<file path="src/rtl/rv32i_pkg.sv">
// Shared RV32I decode definitions: opcodes, ALU/branch/size encodings, EXE bundle.
// Pure definitions, no timing.
// No flow control of its own.
package rv32i_pkg;

  localparam logic [6:0] OP_ALU_REG = 7'b0110011;
  localparam logic [6:0] OP_ALU_IMM = 7'b0010011;
  localparam logic [6:0] OP_LOAD    = 7'b0000011;
  localparam logic [6:0] OP_STORE   = 7'b0100011;
  localparam logic [6:0] OP_BRANCH  = 7'b1100011;
  localparam logic [6:0] OP_JAL     = 7'b1101111;
  localparam logic [6:0] OP_JALR    = 7'b1100111;
  localparam logic [6:0] OP_LUI     = 7'b0110111;
  localparam logic [6:0] OP_AUIPC   = 7'b0010111;

  typedef enum logic [3:0] {
    ALU_ADD  = 4'd0,
    ALU_SUB  = 4'd1,
    ALU_XOR  = 4'd2,
    ALU_OR   = 4'd3,
    ALU_AND  = 4'd4,
    ALU_SLL  = 4'd5,
    ALU_SRL  = 4'd6,
    ALU_SRA  = 4'd7,
    ALU_SLT  = 4'd8,
    ALU_SLTU = 4'd9
  } alu_op_e;

  localparam logic [2:0] F3_BEQ  = 3'd0;
  localparam logic [2:0] F3_BNE  = 3'd1;
  localparam logic [2:0] F3_BLT  = 3'd4;
  localparam logic [2:0] F3_BGE  = 3'd5;
  localparam logic [2:0] F3_BLTU = 3'd6;
  localparam logic [2:0] F3_BGEU = 3'd7;

  localparam logic [1:0] HB_WORD = 2'b00;
  localparam logic [1:0] HB_BYTE = 2'b01;
  localparam logic [1:0] HB_HALF = 2'b10;

  typedef struct packed {
    logic [31:0] pc;
    logic [31:0] rs1;
    logic [31:0] rs2;
    logic [31:0] imm;
    logic [4:0]  rd_ptr;
    alu_op_e     alu_op;
    logic        alu_src;
    logic        reg_we;
    logic        mem_we;
    logic        mem_re;
    logic        ul;
    logic [1:0]  hb;
  } ex_bundle_t;

  function automatic logic [31:0] imm_i(input logic [31:0] i);
    return {{20{i[31]}}, i[31:20]};
  endfunction

  function automatic logic [31:0] imm_s(input logic [31:0] i);
    return {{20{i[31]}}, i[31:25], i[11:7]};
  endfunction

  function automatic logic [31:0] imm_b(input logic [31:0] i);
    return {{19{i[31]}}, i[31], i[7], i[30:25], i[11:8], 1'b0};
  endfunction

  function automatic logic [31:0] imm_u(input logic [31:0] i);
    return {i[31:12], 12'b0};
  endfunction

  function automatic logic [31:0] imm_j(input logic [31:0] i);
    return {{11{i[31]}}, i[31], i[19:12], i[20], i[30:21], 1'b0};
  endfunction

  // funct3 -> ALU op for register and immediate arithmetic; alt selects SUB/SRA
  function automatic alu_op_e alu_from_f3(input logic [2:0] f3, input logic alt);
    case (f3)
      3'd0:    return alt ? ALU_SUB : ALU_ADD;
      3'd1:    return ALU_SLL;
      3'd2:    return ALU_SLT;
      3'd3:    return ALU_SLTU;
      3'd4:    return ALU_XOR;
      3'd5:    return alt ? ALU_SRA : ALU_SRL;
      3'd6:    return ALU_OR;
      default: return ALU_AND;
    endcase
  endfunction

  // Load/store access size from funct3 (sign bit in f3[2] ignored)
  function automatic logic [1:0] hb_from_f3(input logic [2:0] f3);
    case (f3[1:0])
      2'd0:    return HB_BYTE;
      2'd1:    return HB_HALF;
      default: return HB_WORD;
    endcase
  endfunction

  function automatic logic branch_taken(input logic [2:0] f3, input logic [31:0] a,
                                        input logic [31:0] b);
    case (f3)
      F3_BEQ:  return a == b;
      F3_BNE:  return a != b;
      F3_BLT:  return $signed(a) < $signed(b);
      F3_BGE:  return $signed(a) >= $signed(b);
      F3_BLTU: return a < b;
      F3_BGEU: return a >= b;
      default: return 1'b0;
    endcase
  endfunction

endpackage

</file>
<file path="src/rtl/decode_stage_hs_if.sv">
// Fetch, writeback and EXE-side signals of the decode stage.
// Pure wiring, no timing.
// Valid/ready on fetch and EXE sides; redirect and flush are unconditioned pulses.
interface decode_stage_hs_if;
  logic        if_valid;
  logic        if_ready;
  logic [31:0] if_instr;
  logic [31:0] if_pc;
  logic        redirect;
  logic [31:0] redirect_pc;
  logic        flush;
  logic        stall;
  logic        wb_we;
  logic [4:0]  wb_rd_ptr;
  logic [31:0] wb_rd;
  logic        ex_valid;
  logic        ex_ready;
  logic [31:0] ex_pc;
  logic [31:0] ex_rs1;
  logic [31:0] ex_rs2;
  logic [31:0] ex_imm;
  logic [4:0]  ex_rd_ptr;
  logic [3:0]  ex_alu_opcode;
  logic        ex_alu_src;
  logic        ex_reg_we;
  logic        ex_mem_we;
  logic        ex_mem_re;
  logic        ex_ul;
  logic [1:0]  ex_hb;
  logic        illegal;

  modport slave (
    input  if_valid, if_instr, if_pc, flush, stall, wb_we, wb_rd_ptr, wb_rd, ex_ready,
    output if_ready, redirect, redirect_pc, ex_valid, ex_pc, ex_rs1, ex_rs2, ex_imm,
           ex_rd_ptr, ex_alu_opcode, ex_alu_src, ex_reg_we, ex_mem_we, ex_mem_re,
           ex_ul, ex_hb, illegal
  );

  modport master (
    output if_valid, if_instr, if_pc, flush, stall, wb_we, wb_rd_ptr, wb_rd, ex_ready,
    input  if_ready, redirect, redirect_pc, ex_valid, ex_pc, ex_rs1, ex_rs2, ex_imm,
           ex_rd_ptr, ex_alu_opcode, ex_alu_src, ex_reg_we, ex_mem_we, ex_mem_re,
           ex_ul, ex_hb, illegal
  );
endinterface

</file>
<file path="src/rtl/decode_stage_hs_regfile.sv">
// 32x32 integer register file, x0 hardwired to zero.
// Reads combinational, writes take effect on the next clock edge.
// No flow control; write port always accepted.
module decode_stage_hs_regfile (
  input  logic        clk_i,
  input  logic        rst_ni,
  input  logic        we,
  input  logic [4:0]  waddr,
  input  logic [31:0] wdata,
  input  logic [4:0]  raddr_a,
  output logic [31:0] rdata_a,
  input  logic [4:0]  raddr_b,
  output logic [31:0] rdata_b
);
  logic [31:0] mem [32];

  // Register write; writes to x0 are discarded
  always_ff @(posedge clk_i or negedge rst_ni) begin
    if (!rst_ni) begin
      for (int i = 0; i < 32; i++) mem[i] <= '0;
    end else if (we && waddr != 5'd0) begin
      mem[waddr] <= wdata;
    end
  end

  assign rdata_a = (raddr_a == 5'd0) ? 32'd0 : mem[raddr_a];
  assign rdata_b = (raddr_b == 5'd0) ? 32'd0 : mem[raddr_b];
endmodule

</file>
<file path="src/rtl/decode_stage_hs.sv">
// RV32I decode stage: regfile read, operand/control bundle, jump/branch resolution.
// Latency 1 from accept to ex_valid; redirect is registered, one cycle after accept.
// if_ready drops while EXE holds a bundle, on stall, and during a redirect pulse.
module decode_stage_hs
  import rv32i_pkg::*;
#(
  parameter logic [31:0] RESET_PC  = 32'h0000_0000,
  parameter bit          RF_BYPASS = 1'b1,
  parameter bit          HAS_JALR  = 1'b1
) (
  input logic              clk_i,
  input logic              rst_ni,
  decode_stage_hs_if.slave bus
);
  logic [31:0] instr;
  logic [31:0] pc;
  logic [6:0]  opc;
  logic [2:0]  f3;
  logic [6:0]  f7;
  logic [4:0]  rs1_idx;
  logic [4:0]  rs2_idx;
  logic [31:0] rf_rd1;
  logic [31:0] rf_rd2;
  logic [31:0] rs1_val;
  logic [31:0] rs2_val;

  ex_bundle_t  dec;
  ex_bundle_t  ex_q;
  logic        dec_ill;
  logic        dec_take;
  logic [31:0] dec_target;

  logic        boot_done_q;
  logic        redirect_q;
  logic [31:0] redirect_pc_q;
  logic        ex_valid_q;
  logic        illegal_q;
  logic        accept;

  assign instr   = bus.if_instr;
  assign pc      = bus.if_pc;
  assign opc     = instr[6:0];
  assign f3      = instr[14:12];
  assign f7      = instr[31:25];
  // LUI has no rs1; its rs1 field is immediate bits
  assign rs1_idx = (opc == OP_LUI) ? 5'd0 : instr[19:15];
  assign rs2_idx = instr[24:20];

  decode_stage_hs_regfile u_regfile (
    .clk_i   (clk_i),
    .rst_ni  (rst_ni),
    .we      (bus.wb_we),
    .waddr   (bus.wb_rd_ptr),
    .wdata   (bus.wb_rd),
    .raddr_a (rs1_idx),
    .rdata_a (rf_rd1),
    .raddr_b (rs2_idx),
    .rdata_b (rf_rd2)
  );

  // Forward a same-cycle writeback onto the operand reads
  always_comb begin
    rs1_val = rf_rd1;
    rs2_val = rf_rd2;
    if (RF_BYPASS && bus.wb_we) begin
      if (bus.wb_rd_ptr == rs1_idx && rs1_idx != 5'd0) rs1_val = bus.wb_rd;
      if (bus.wb_rd_ptr == rs2_idx && rs2_idx != 5'd0) rs2_val = bus.wb_rd;
    end
  end

  // Build the EXE bundle, flag illegal encodings and resolve control transfers
  always_comb begin
    dec         = '0;
    dec.pc      = pc;
    dec.rs1     = rs1_val;
    dec.rs2     = rs2_val;
    dec.imm     = imm_i(instr);
    dec.rd_ptr  = instr[11:7];
    dec.alu_op  = ALU_ADD;
    dec_ill     = 1'b0;
    dec_take    = 1'b0;
    dec_target  = '0;
    case (opc)
      OP_ALU_REG: begin
        dec.reg_we = 1'b1;
        dec.alu_op = alu_from_f3(f3, f7[5]);
        if (f7 != 7'h00 && f7 != 7'h20) dec_ill = 1'b1;
        if (f7 == 7'h20 && f3 != 3'd0 && f3 != 3'd5) dec_ill = 1'b1;
      end
      OP_ALU_IMM: begin
        dec.reg_we  = 1'b1;
        dec.alu_src = 1'b1;
        dec.alu_op  = alu_from_f3(f3, (f3 == 3'd5) && instr[30]);
        if (f3 == 3'd1 || f3 == 3'd5) dec.imm = {27'd0, instr[24:20]};
      end
      OP_LOAD: begin
        dec.reg_we  = 1'b1;
        dec.alu_src = 1'b1;
        dec.mem_re  = 1'b1;
        dec.hb      = hb_from_f3(f3);
        dec.ul      = f3[2];
        if (f3 == 3'd3 || f3 == 3'd6 || f3 == 3'd7) dec_ill = 1'b1;
      end
      OP_STORE: begin
        dec.alu_src = 1'b1;
        dec.mem_we  = 1'b1;
        dec.imm     = imm_s(instr);
        dec.hb      = hb_from_f3(f3);
        if (f3 > 3'd2) dec_ill = 1'b1;
      end
      OP_BRANCH: begin
        dec.imm    = imm_b(instr);
        dec.alu_op = (f3[2:1] == 2'b00) ? ALU_SUB : (f3[1] ? ALU_SLTU : ALU_SLT);
        dec_take   = branch_taken(f3, rs1_val, rs2_val);
        dec_target = pc + imm_b(instr);
      end
      OP_JAL: begin
        dec.rs1     = pc;
        dec.imm     = 32'd4;
        dec.alu_src = 1'b1;
        dec.reg_we  = 1'b1;
        dec_take    = 1'b1;
        dec_target  = pc + imm_j(instr);
      end
      OP_JALR: begin
        if (HAS_JALR) begin
          dec.rs1     = pc;
          dec.imm     = 32'd4;
          dec.alu_src = 1'b1;
          dec.reg_we  = 1'b1;
          dec_take    = 1'b1;
          dec_target  = (rs1_val + imm_i(instr)) & ~32'd1;
        end else begin
          dec_ill = 1'b1;
        end
      end
      OP_LUI: begin
        dec.rs1     = '0;
        dec.imm     = imm_u(instr);
        dec.alu_src = 1'b1;
        dec.reg_we  = 1'b1;
      end
      OP_AUIPC: begin
        dec.rs1     = pc;
        dec.imm     = imm_u(instr);
        dec.alu_src = 1'b1;
        dec.reg_we  = 1'b1;
      end
      default: dec_ill = 1'b1;
    endcase
    // Illegal encodings travel on as a side-effect-free NOP
    if (dec_ill) begin
      dec        = '0;
      dec.pc     = pc;
      dec_take   = 1'b0;
    end
  end

  // Nothing is taken before the reset redirect has gone out to fetch
  assign bus.if_ready = (~ex_valid_q | bus.ex_ready) & ~bus.stall & ~redirect_q & boot_done_q;
  assign accept       = bus.if_valid & bus.if_ready & ~bus.flush;

  // Output register, redirect pulse and illegal pulse
  always_ff @(posedge clk_i or negedge rst_ni) begin
    if (!rst_ni) begin
      boot_done_q   <= 1'b0;
      redirect_q    <= 1'b0;
      redirect_pc_q <= RESET_PC;
      ex_valid_q    <= 1'b0;
      ex_q          <= '0;
      illegal_q     <= 1'b0;
    end else begin
      boot_done_q <= 1'b1;
      redirect_q  <= 1'b0;
      illegal_q   <= 1'b0;
      if (!boot_done_q) begin
        redirect_q    <= 1'b1;
        redirect_pc_q <= RESET_PC;
      end
      if (bus.flush) begin
        ex_valid_q <= 1'b0;
      end else if (accept) begin
        ex_valid_q <= 1'b1;
        ex_q       <= dec;
        illegal_q  <= dec_ill;
        if (dec_take) begin
          redirect_q    <= 1'b1;
          redirect_pc_q <= dec_target;
        end
      end else if (bus.ex_ready) begin
        ex_valid_q <= 1'b0;
      end
    end
  end

  assign bus.redirect      = redirect_q;
  assign bus.redirect_pc   = redirect_pc_q;
  assign bus.ex_valid      = ex_valid_q;
  assign bus.illegal       = illegal_q;
  assign bus.ex_pc         = ex_q.pc;
  assign bus.ex_rs1        = ex_q.rs1;
  assign bus.ex_rs2        = ex_q.rs2;
  assign bus.ex_imm        = ex_q.imm;
  assign bus.ex_rd_ptr     = ex_q.rd_ptr;
  assign bus.ex_alu_opcode = ex_q.alu_op;
  assign bus.ex_alu_src    = ex_q.alu_src;
  assign bus.ex_reg_we     = ex_q.reg_we;
  assign bus.ex_mem_we     = ex_q.mem_we;
  assign bus.ex_mem_re     = ex_q.mem_re;
  assign bus.ex_ul         = ex_q.ul;
  assign bus.ex_hb         = ex_q.hb;
endmodule

</file>
<file path="src/flat_wrapper.sv">
// flat-port wrapper written by rule: the top's interface ports become plain ports
module decode_stage_hs_flat import rv32i_pkg::*;
#(
  parameter logic [31:0] RESET_PC  = 32'h0000_0000,
  parameter bit          RF_BYPASS = 1'b1,
  parameter bit          HAS_JALR  = 1'b1
)
  (clk_i, rst_ni, bus_if_valid, bus_if_instr, bus_if_pc, bus_flush, bus_stall, bus_wb_we, bus_wb_rd_ptr, bus_wb_rd, bus_ex_ready, bus_if_ready, bus_redirect, bus_redirect_pc, bus_ex_valid, bus_ex_pc, bus_ex_rs1, bus_ex_rs2, bus_ex_imm, bus_ex_rd_ptr, bus_ex_alu_opcode, bus_ex_alu_src, bus_ex_reg_we, bus_ex_mem_we, bus_ex_mem_re, bus_ex_ul, bus_ex_hb, bus_illegal);
  decode_stage_hs_if bus_i ();
  input logic clk_i;
  input logic rst_ni;
  input wire logic [$bits(bus_i.if_valid)-1:0] bus_if_valid;
  input wire logic [$bits(bus_i.if_instr)-1:0] bus_if_instr;
  input wire logic [$bits(bus_i.if_pc)-1:0] bus_if_pc;
  input wire logic [$bits(bus_i.flush)-1:0] bus_flush;
  input wire logic [$bits(bus_i.stall)-1:0] bus_stall;
  input wire logic [$bits(bus_i.wb_we)-1:0] bus_wb_we;
  input wire logic [$bits(bus_i.wb_rd_ptr)-1:0] bus_wb_rd_ptr;
  input wire logic [$bits(bus_i.wb_rd)-1:0] bus_wb_rd;
  input wire logic [$bits(bus_i.ex_ready)-1:0] bus_ex_ready;
  output wire logic [$bits(bus_i.if_ready)-1:0] bus_if_ready;
  output wire logic [$bits(bus_i.redirect)-1:0] bus_redirect;
  output wire logic [$bits(bus_i.redirect_pc)-1:0] bus_redirect_pc;
  output wire logic [$bits(bus_i.ex_valid)-1:0] bus_ex_valid;
  output wire logic [$bits(bus_i.ex_pc)-1:0] bus_ex_pc;
  output wire logic [$bits(bus_i.ex_rs1)-1:0] bus_ex_rs1;
  output wire logic [$bits(bus_i.ex_rs2)-1:0] bus_ex_rs2;
  output wire logic [$bits(bus_i.ex_imm)-1:0] bus_ex_imm;
  output wire logic [$bits(bus_i.ex_rd_ptr)-1:0] bus_ex_rd_ptr;
  output wire logic [$bits(bus_i.ex_alu_opcode)-1:0] bus_ex_alu_opcode;
  output wire logic [$bits(bus_i.ex_alu_src)-1:0] bus_ex_alu_src;
  output wire logic [$bits(bus_i.ex_reg_we)-1:0] bus_ex_reg_we;
  output wire logic [$bits(bus_i.ex_mem_we)-1:0] bus_ex_mem_we;
  output wire logic [$bits(bus_i.ex_mem_re)-1:0] bus_ex_mem_re;
  output wire logic [$bits(bus_i.ex_ul)-1:0] bus_ex_ul;
  output wire logic [$bits(bus_i.ex_hb)-1:0] bus_ex_hb;
  output wire logic [$bits(bus_i.illegal)-1:0] bus_illegal;
  assign bus_i.if_valid = bus_if_valid;
  assign bus_i.if_instr = bus_if_instr;
  assign bus_i.if_pc = bus_if_pc;
  assign bus_i.flush = bus_flush;
  assign bus_i.stall = bus_stall;
  assign bus_i.wb_we = bus_wb_we;
  assign bus_i.wb_rd_ptr = bus_wb_rd_ptr;
  assign bus_i.wb_rd = bus_wb_rd;
  assign bus_i.ex_ready = bus_ex_ready;
  assign bus_if_ready = bus_i.if_ready;
  assign bus_redirect = bus_i.redirect;
  assign bus_redirect_pc = bus_i.redirect_pc;
  assign bus_ex_valid = bus_i.ex_valid;
  assign bus_ex_pc = bus_i.ex_pc;
  assign bus_ex_rs1 = bus_i.ex_rs1;
  assign bus_ex_rs2 = bus_i.ex_rs2;
  assign bus_ex_imm = bus_i.ex_imm;
  assign bus_ex_rd_ptr = bus_i.ex_rd_ptr;
  assign bus_ex_alu_opcode = bus_i.ex_alu_opcode;
  assign bus_ex_alu_src = bus_i.ex_alu_src;
  assign bus_ex_reg_we = bus_i.ex_reg_we;
  assign bus_ex_mem_we = bus_i.ex_mem_we;
  assign bus_ex_mem_re = bus_i.ex_mem_re;
  assign bus_ex_ul = bus_i.ex_ul;
  assign bus_ex_hb = bus_i.ex_hb;
  assign bus_illegal = bus_i.illegal;
  decode_stage_hs #(.RESET_PC(RESET_PC), .RF_BYPASS(RF_BYPASS), .HAS_JALR(HAS_JALR)) u_core (.clk_i(clk_i), .rst_ni(rst_ni), .bus(bus_i));
endmodule
</file>
<file path="config.mk">
export PLATFORM = sky130hd
export DESIGN_NAME = decode_stage_hs_flat
export DESIGN_NICKNAME = d
export VERILOG_FILES = /design/src/rtl/rv32i_pkg.sv /design/src/rtl/decode_stage_hs_if.sv /design/src/rtl/decode_stage_hs_regfile.sv /design/src/rtl/decode_stage_hs.sv /design/src/flat_wrapper.sv
export SDC_FILE = /design/constraint.sdc
export NUM_CORES = 2
export LEC_CHECK = 0
export BUFFER_PORTS_ARGS = -buffer_cell sky130_fd_sc_hd__buf_2
export CAP_MARGIN = 20
export CORE_ASPECT_RATIO = 0.9
export CORE_MARGIN = 2
export CORE_UTILIZATION = 45
export DETAILED_ROUTE_END_ITERATION = 12
export HOLD_SLACK_MARGIN = 0.15
export PLACE_DENSITY = 0.58
export SYNTH_ARGS = -nofsm -noshare
export SYNTH_HDL_FRONTEND = slang
export SYNTH_SLANG_ARGS = --single-unit
export TNS_END_PERCENT = 5
</file>
<file path="constraint.sdc">
create_clock -name clk_i -period 9.2 [get_ports clk_i]
set_input_delay 0.92 -clock clk_i [delete_from_list [all_inputs] [get_ports clk_i]]
set_output_delay 0.92 -clock clk_i [all_outputs]
set_load 0.1 [all_outputs]
</file>
After elaboration in Yosys (flattened, before gate mapping)
Cells that the tools add are included.
{"block": "word_totals", "reg_bits": 1204, "input_bits": 108}
{"block": "classes", "reduce_logical": 30, "eq_ne": 24, "addsub": 3, "mux": 57, "n_lt_le_gt_ge": 9, "bitwise_logic": 13}
{"operator": "1024-bit bitwise mux", "count": 1}
{"operator": "32-bit 2-to-1 mux", "count": 16}
{"operator": "32-bit binary-select mux with 5-bit select", "count": 2}
{"operator": "32-bit demux with 5-bit select", "count": 1}
{"operator": "32-bit one-hot mux with 5 select lines", "count": 1}
{"operator": "112-bit 2-to-1 mux", "count": 1}
{"operator": "32-bit adder", "count": 3}
{"operator": "32-bit one-hot mux with 3 select lines", "count": 1}
{"operator": "32-bit >= comparator", "count": 2}
{"operator": "32-bit less-than comparator", "count": 2}
{"operator": "32-bit one-hot mux with 2 select lines", "count": 1}
{"operator": "4-bit one-hot mux with 7 select lines", "count": 2}
{"operator": "32-bit == test", "count": 1}
{"operator": "32-bit != test", "count": 1}
{"operator": "7-bit by 6-bit == test with 1-bit output, second input constant", "count": 4}
{"operator": "1-bit 2-to-1 mux", "count": 22}
{"operator": "7-bit == test, second input constant", "count": 3}
{"operator": "6-bit >= comparator, second input constant", "count": 3}
{"operator": "5-bit inverter with 6-bit output", "count": 3}
{"operator": "5-bit nonzero test", "count": 3}
{"operator": "7-bit by 5-bit == test with 1-bit output, second input constant", "count": 2}
{"operator": "7-bit OR reduction", "count": 2}
{"operator": "3-bit == test, second input constant", "count": 4}
{"operator": "4-bit one-hot mux with 3 select lines", "count": 1}
{"operator": "30 further kinds", "count": 54}

Depth between registers and ports, before layout
{"block": "logic_depth", "word_depth": 16, "ltp_mapped": 29, "ltp_nobuf": 23}

Hierarchy
Synthesis repeated with hierarchy kept, for this count alone.
{"block": "unflattened", "hier_cells": 5152, "area_unflattened_um2": 67109.4}
{"module": "decode_stage_hs_regfile", "instances": 1, "cells_per_inst": 3658, "area_each_um2": 54407.2, "seq_area_each_um2": 25624.6}
{"module": "decode_stage_hs", "instances": 1, "cells_per_inst": 1494, "area_each_um2": 12702.2, "seq_area_each_um2": 4504.3}

Worst setup path after synthesis
No wires, ideal clock.
{"block": "synth_timing", "kind": "input-to-reg", "start": "input bus_if_instr[6]", "end": "register u_core.redirect_pc_q[19] (netlist: u_core.bus.redirect_pc[19])", "arrival_ns": 5.681, "path_slack_ns": 3.377, "stages": 27, "cell_sequence": "buf_4 > and4b_1 > buf_4 > nand2_4 > nand2_1 > clkbuf_1 > clkbuf_1 > buf_1 > nand3_1 > a31oi_1 > a21oi_1 > nand2_1 > a21oi_1 > a21oi_1 > inv_1 > ha_1 > and4_1 > nand2_1 > or4_1 > nor3_1 > or4_1 > a31oi_1 > o221a_1 > a31oi_1 > buf_2 > buf_1 > a31oi_1"}
{"block": "synth_between", "elab_chain_cells": 16, "elab_cells_between_ends": 38}
{"item": "from (decl)", "line": "flat_wrapper.sv:13", "rtl": "input wire logic [$bits(bus_i.if_instr)-1:0] bus_if_instr;"}
{"item": "7-bit by 6-bit == test with 1-bit output", "line": "decode_stage_hs.sv:46, decode_stage_hs.sv:83"}
{"item": "5-bit 2-to-1 mux", "line": "decode_stage_hs.sv:46", "rtl": "assign rs1_idx = (opc == OP_LUI) ? 5'd0 : instr[19:15];"}
{"item": "5-bit inverter with 6-bit output (implied by the code)", "line": "decode_stage_hs_regfile.sv:26", "rtl": "assign rdata_a = (raddr_a == 5'd0) ? 32'd0 : mem[raddr_a];"}
{"item": "32-bit binary-select mux with 5-bit select", "line": "decode_stage_hs_regfile.sv:26"}
{"item": "32-bit 2-to-1 mux (implied by the code) (2 in a row)", "line": "decode_stage_hs_regfile.sv:26"}
{"item": "32-bit 2-to-1 mux", "line": "decode_stage_hs_regfile.sv:26"}
{"item": "32-bit 2-to-1 mux", "line": "decode_stage_hs.sv:66", "rtl": "if (bus.wb_rd_ptr == rs1_idx && rs1_idx != 5'd0) rs1_val = bus.wb_rd;"}
{"item": "32-bit 2-to-1 mux", "line": "decode_stage_hs.sv:65", "rtl": "if (RF_BYPASS && bus.wb_we) begin"}
{"item": "32-bit >= comparator (tied with other cells)", "line": "rv32i_pkg.sv:106", "rtl": "F3_BGEU: return a >= b;"}
{"item": "1-bit one-hot mux with 6 select lines", "line": "rv32i_pkg.sv:100", "rtl": "case (f3)"}
{"item": "1-bit one-hot mux with 2 select lines", "line": "decode_stage_hs.sv:83", "rtl": "case (opc)"}
{"item": "1-bit 2-to-1 mux", "line": "decode_stage_hs.sv:152", "rtl": "if (dec_ill) begin"}
{"item": "32-bit 2-to-1 mux (*)", "line": "decode_stage_hs.sv:186", "rtl": "if (dec_take) begin"}
{"item": "32-bit 2-to-1 mux (*)", "line": "decode_stage_hs.sv:182", "rtl": "end else if (accept) begin"}
{"item": "32-bit 2-to-1 mux (*)", "line": "decode_stage_hs.sv:180", "rtl": "if (bus.flush) begin"}
{"item": "to (signal assigned)", "line": "decode_stage_hs.sv:188", "rtl": "redirect_pc_q <= dec_target;"}
{"item": "to (decl)", "line": "decode_stage_hs.sv:35", "rtl": "logic [31:0] redirect_pc_q;"}
Mark *: on every way between the ends. The rest lies on a longest branch, timed or not. The select of a mux whose other input is x is not followed.
A chain may end at the register's enable or synchronous reset.

Worst setup path in the final report
{"block": "layout_timing", "start": "input bus_if_instr[3]", "end": "register u_core.redirect_pc_q[19] (netlist: u_core.bus.redirect_pc[19])"}
Same word-level chain as after synthesis.

==> out/summary.txt <==
Setup tns final: 0 ns
Wire per inst: 30.6 um
Detailed placer's ending HPWL: 158 mm
Min Hold Slack: 0.146 ns
Startpoint types: primary input
Flops & latches, synth: 1204
Core area: 0.151 mm^2
Io pins: 288
Hold crit path type: in -> async
Final ANT Viol Nets: 0
Vias per Instance: 6.57
Util after Layout: 50.7%
H-tree Lvls: 4
DIE HEIGHT: 374 um
Initial antenna violation count: 20
Final critical delay including setup and external delays: 7.12 ns
Crit path DAT: 7.82 ns
Setup CP Type: in -> reg
Layout Nets: 6549
# setup viols final: 0
Worst R2R Start: u_core.u_regfile.mem[854]$_DFFE_PN0P_
Final instance area: 0.0765 mm^2
CP max FO: 45
GRT Overall Usage: 32.8%
Pwr dens: 215 mW/mm^2
Syn avg cell area: 10.7 um^2
Max Cap Violations: 0
DRT Pass-1 Iters: 7
Aggregate global routing overflow: 0
CP dominant cell by count: a21oi_1
Status: finished, final reports clean
PnR Total Power: 16400 uW
Most used flip-flop cell after synthesis: dfrtp_1
Rel. slew slack: 23.1%
Static leakage: 0.0340 uW
Fin crit share: 77.4%
# rows: 135
Vias in the first global route: 53800
Placed cell area: 0.0720 mm^2
Routability Congestion: 0.967
Post-synth ARST share: 100%
Largest delay share family, worst path: compound AO/OA/AOI/OAI gates
Die X: 415 um
YS warnings: 0
Post-synth cell types: 87
Die area: 0.155 mm^2
First-pass GRT wire length: 380 mm
Fin. max-slew vios: 0
Worst-path clk slew: 0.06 ns
Req. time, crit path: 9.91 ns
Clk sinks: 1204
Post-CTS Resized: 0
Via count of the routed design: 55500
Max Buffers Root-to-Sink: 3
Unrepaired setup endpoints after global routing: no
Peak VDD IR: 0.207 mV
Initial Util: 45.4%
TritonCTS clock tree: yes
Largest net degree at the start of global routing: 178
Worst-Skew Late Latency: 0.81 ns
CP Capture Type: register
Synthesized netlist cell count: 6397
Cells along the critical path: buf_2 -> and3b_1 -> nand2_4 -> and2_4 -> buf_12 -> a311oi_1 -> a211oi_1 -> a21oi_1 -> nand2_1 -> a21oi_1 -> a21oi_1 -> inv_1 -> ha_1 -> nand4_1 -> or2_2 -> nor4_1 -> o221ai_1 -> a221oi_1 -> a31oi_1 -> a31oi_4 -> buf_4 -> a21oi_1 -> a31oi_1
Number of synthesized flops with an enable pin: 0
Cell Area, Synth: 0.0685 mm^2
Iter 0 DRT Violations: 6592
Final hold viol count: 0
Worst-Margin Slew: 1.15 ns
Wirelength, routed: 259 mm
Post-Syn Nets: 6599
Max Clock Freq: 0.140 GHz
Hold-fix buffers at CTS: 0
Register area share after synthesis: 44.0%
Layout cells sized above 1: 28.9%
DR DRC count: 0
I/O Buffers: 287
Total CTS buffers: 135
Post-CTS Setup Bufs: 0
Worst setup startpoint: bus_if_instr[3]
Clock skew after layout: 0.0421 ns
CP bufs+invs: 4
Synthesis-to-layout area growth: 11.7%
Slowest stage cell, crit path: and2_4
CTS root buffer: clkbuf_16
Highest cell delay on the worst timing path: 0.73 ns
==> state kept, by name (all words and copies together), names as in the netlist <==
register and count:
u_core.bus.ex_rs1 32, u_core.bus.ex_alu_src 1, u_core.bus.ex_mem_re 1, u_core.boot_done_q 1
u_core.bus.ex_rd_ptr 5, u_core.bus.ex_mem_we 1, u_core.bus.redirect_pc 32, u_core.bus.ex_alu_opcode 4
u_core.bus.ex_imm 32, u_core.u_regfile.mem 1024, u_core.bus.illegal 1, u_core.bus.ex_valid 1
u_core.bus.ex_reg_we 1, u_core.bus.ex_pc 32, u_core.bus.redirect 1, u_core.bus.ex_rs2 32
u_core.bus.ex_ul 1, u_core.bus.ex_hb 2
==> Yosys cell counts (5+ instances only) <==
master     count  area [um^2]
or2_2          8         50.1
a22o_1        12          105
a21o_1        48          360
xnor2_1       43          377
and2_1        13         81.3
mux2i_1      336         3360
nor4_1         9         56.3
a22oi_1       75          563
xor2_1        20          175
a311oi_1     121         1060
dfrtp_1     1204        30100
nand2b_1      13         81.3
and3_1        27          169
clkbuf_1     493         1850
nor3b_1        6         45.0
inv_1         57          214
o221ai_1       5         43.8
nand4_1       13         81.3
buf_1        115          432
o21ai_1       23          115
ha_1          92         1150
nand3b_1       5         37.5
nor3_1        21          105
mux4_2       139         3130
a211oi_1     246         1850
nand2_1      850         3190
a31oi_1      135          845
buf_2         26          130
mux2_2       993        11200
nor2_1       216          811
o21ai_0      130          651
nand3_1       87          435
o21a_1         9         67.6
o211ai_1      11         82.6
a221oi_1     164         1440
o31ai_1       34          255
nor2b_1      197         1230
o22ai_1       18          113
a2111oi_0      6         52.6
a21oi_1      257         1290
or3_1          6         37.5
o21bai_1      10         75.1
a211o_1       34          298
==> final cells by class <==
class                      count  area (um^2)
multi-input combinational   4496        35900
timing repair buffer         452         3210
tap                         1986         2480
clock buffer                 202         4050
inverter                      58          220
clock inverter                38          464
fill                       13500        74300
sequential                  1204        30100
antenna                       10         25.0
==> cell usage in the layout (no fill, tap or decap), types with 48 or more instances in the layout <==
master,count
mux4_2,139
ha_1,92
dfrtp_1,1204
a31oi_1,134
o21ai_0,129
a211oi_1,246
a311oi_1,121
nor2b_1,196
nand3_1,85
inv_1,56
clkbuf_16,141
mux2_2,993
a221oi_1,164
a22oi_1,75
buf_2,280
nor2_1,202
a21o_1,48
buf_4,130
mux2i_1,336
nand2_1,837
a21oi_1,256
==> report_power, final <==
group / internal (uW) / leakage (uW) / switching, uW
clock network: 3270 / 0.00222 / 2340
registers: 6210 / 0.0156 / 718
logic: 1660 / 0.0163 / 2230
total: 11100 / 0.0340 / 5290
==> per-layer routing <==
metal / routed length (um) / global-route usage, % / vias to the layer above
li1: - / - / 23500
met1: 111000 / 46.4 / 28700
met2: 116000 / 49.6 / 2724
met3: 20900 / 6.09 / 514
met4: 10600 / 13.0 / 2
met5: 13 / 0 / -
==> kinds of logic after synthesis <==
group	Yosys count	synth area share [%]
other cells	1	0.00548
xor+xnor	63	0.806
buf+inv	697	3.90
fa+ha+maj	94	1.74
flops	1204	44.0
mux	1470	25.8
simple gates	1492	9.65
compound gates	1376	14.1
==> final timing paths <==
path | end | slack (ns) | cells after the start
hold reg to reg | u_core.u_regfile.mem[1010]$_DFFE_PN0P_ | 0.40 | 0
setup / recovery | u_core.bus.redirect_pc[19]$_DFF_PN0_ | 2.08 | 23
min in group clk_i | u_core.bus.ex_valid$_DFFE_PN0P_ | 0.35 | 2
hold / removal | u_core.u_regfile.mem[609]$_DFFE_PN0P_ | 0.15 | 1
max in group asynchronous | u_core.u_regfile.mem[428]$_DFFE_PN0P_ | 6.80 | 3
setup reg to reg | u_core.bus.redirect_pc[19]$_DFF_PN0_ | 3.33 | 20
==> through the flow <==
step           cells  setup slack, ns
6_report        8446             2.08
5_1_grt         8444             1.99
4_1_cts         8435             2.37
3_5_place_dp    8195             1.56
3_3_place_gp    8195             1.61
2_1_floorplan   6397             3.38
Power figures use the tool's default switching activity.
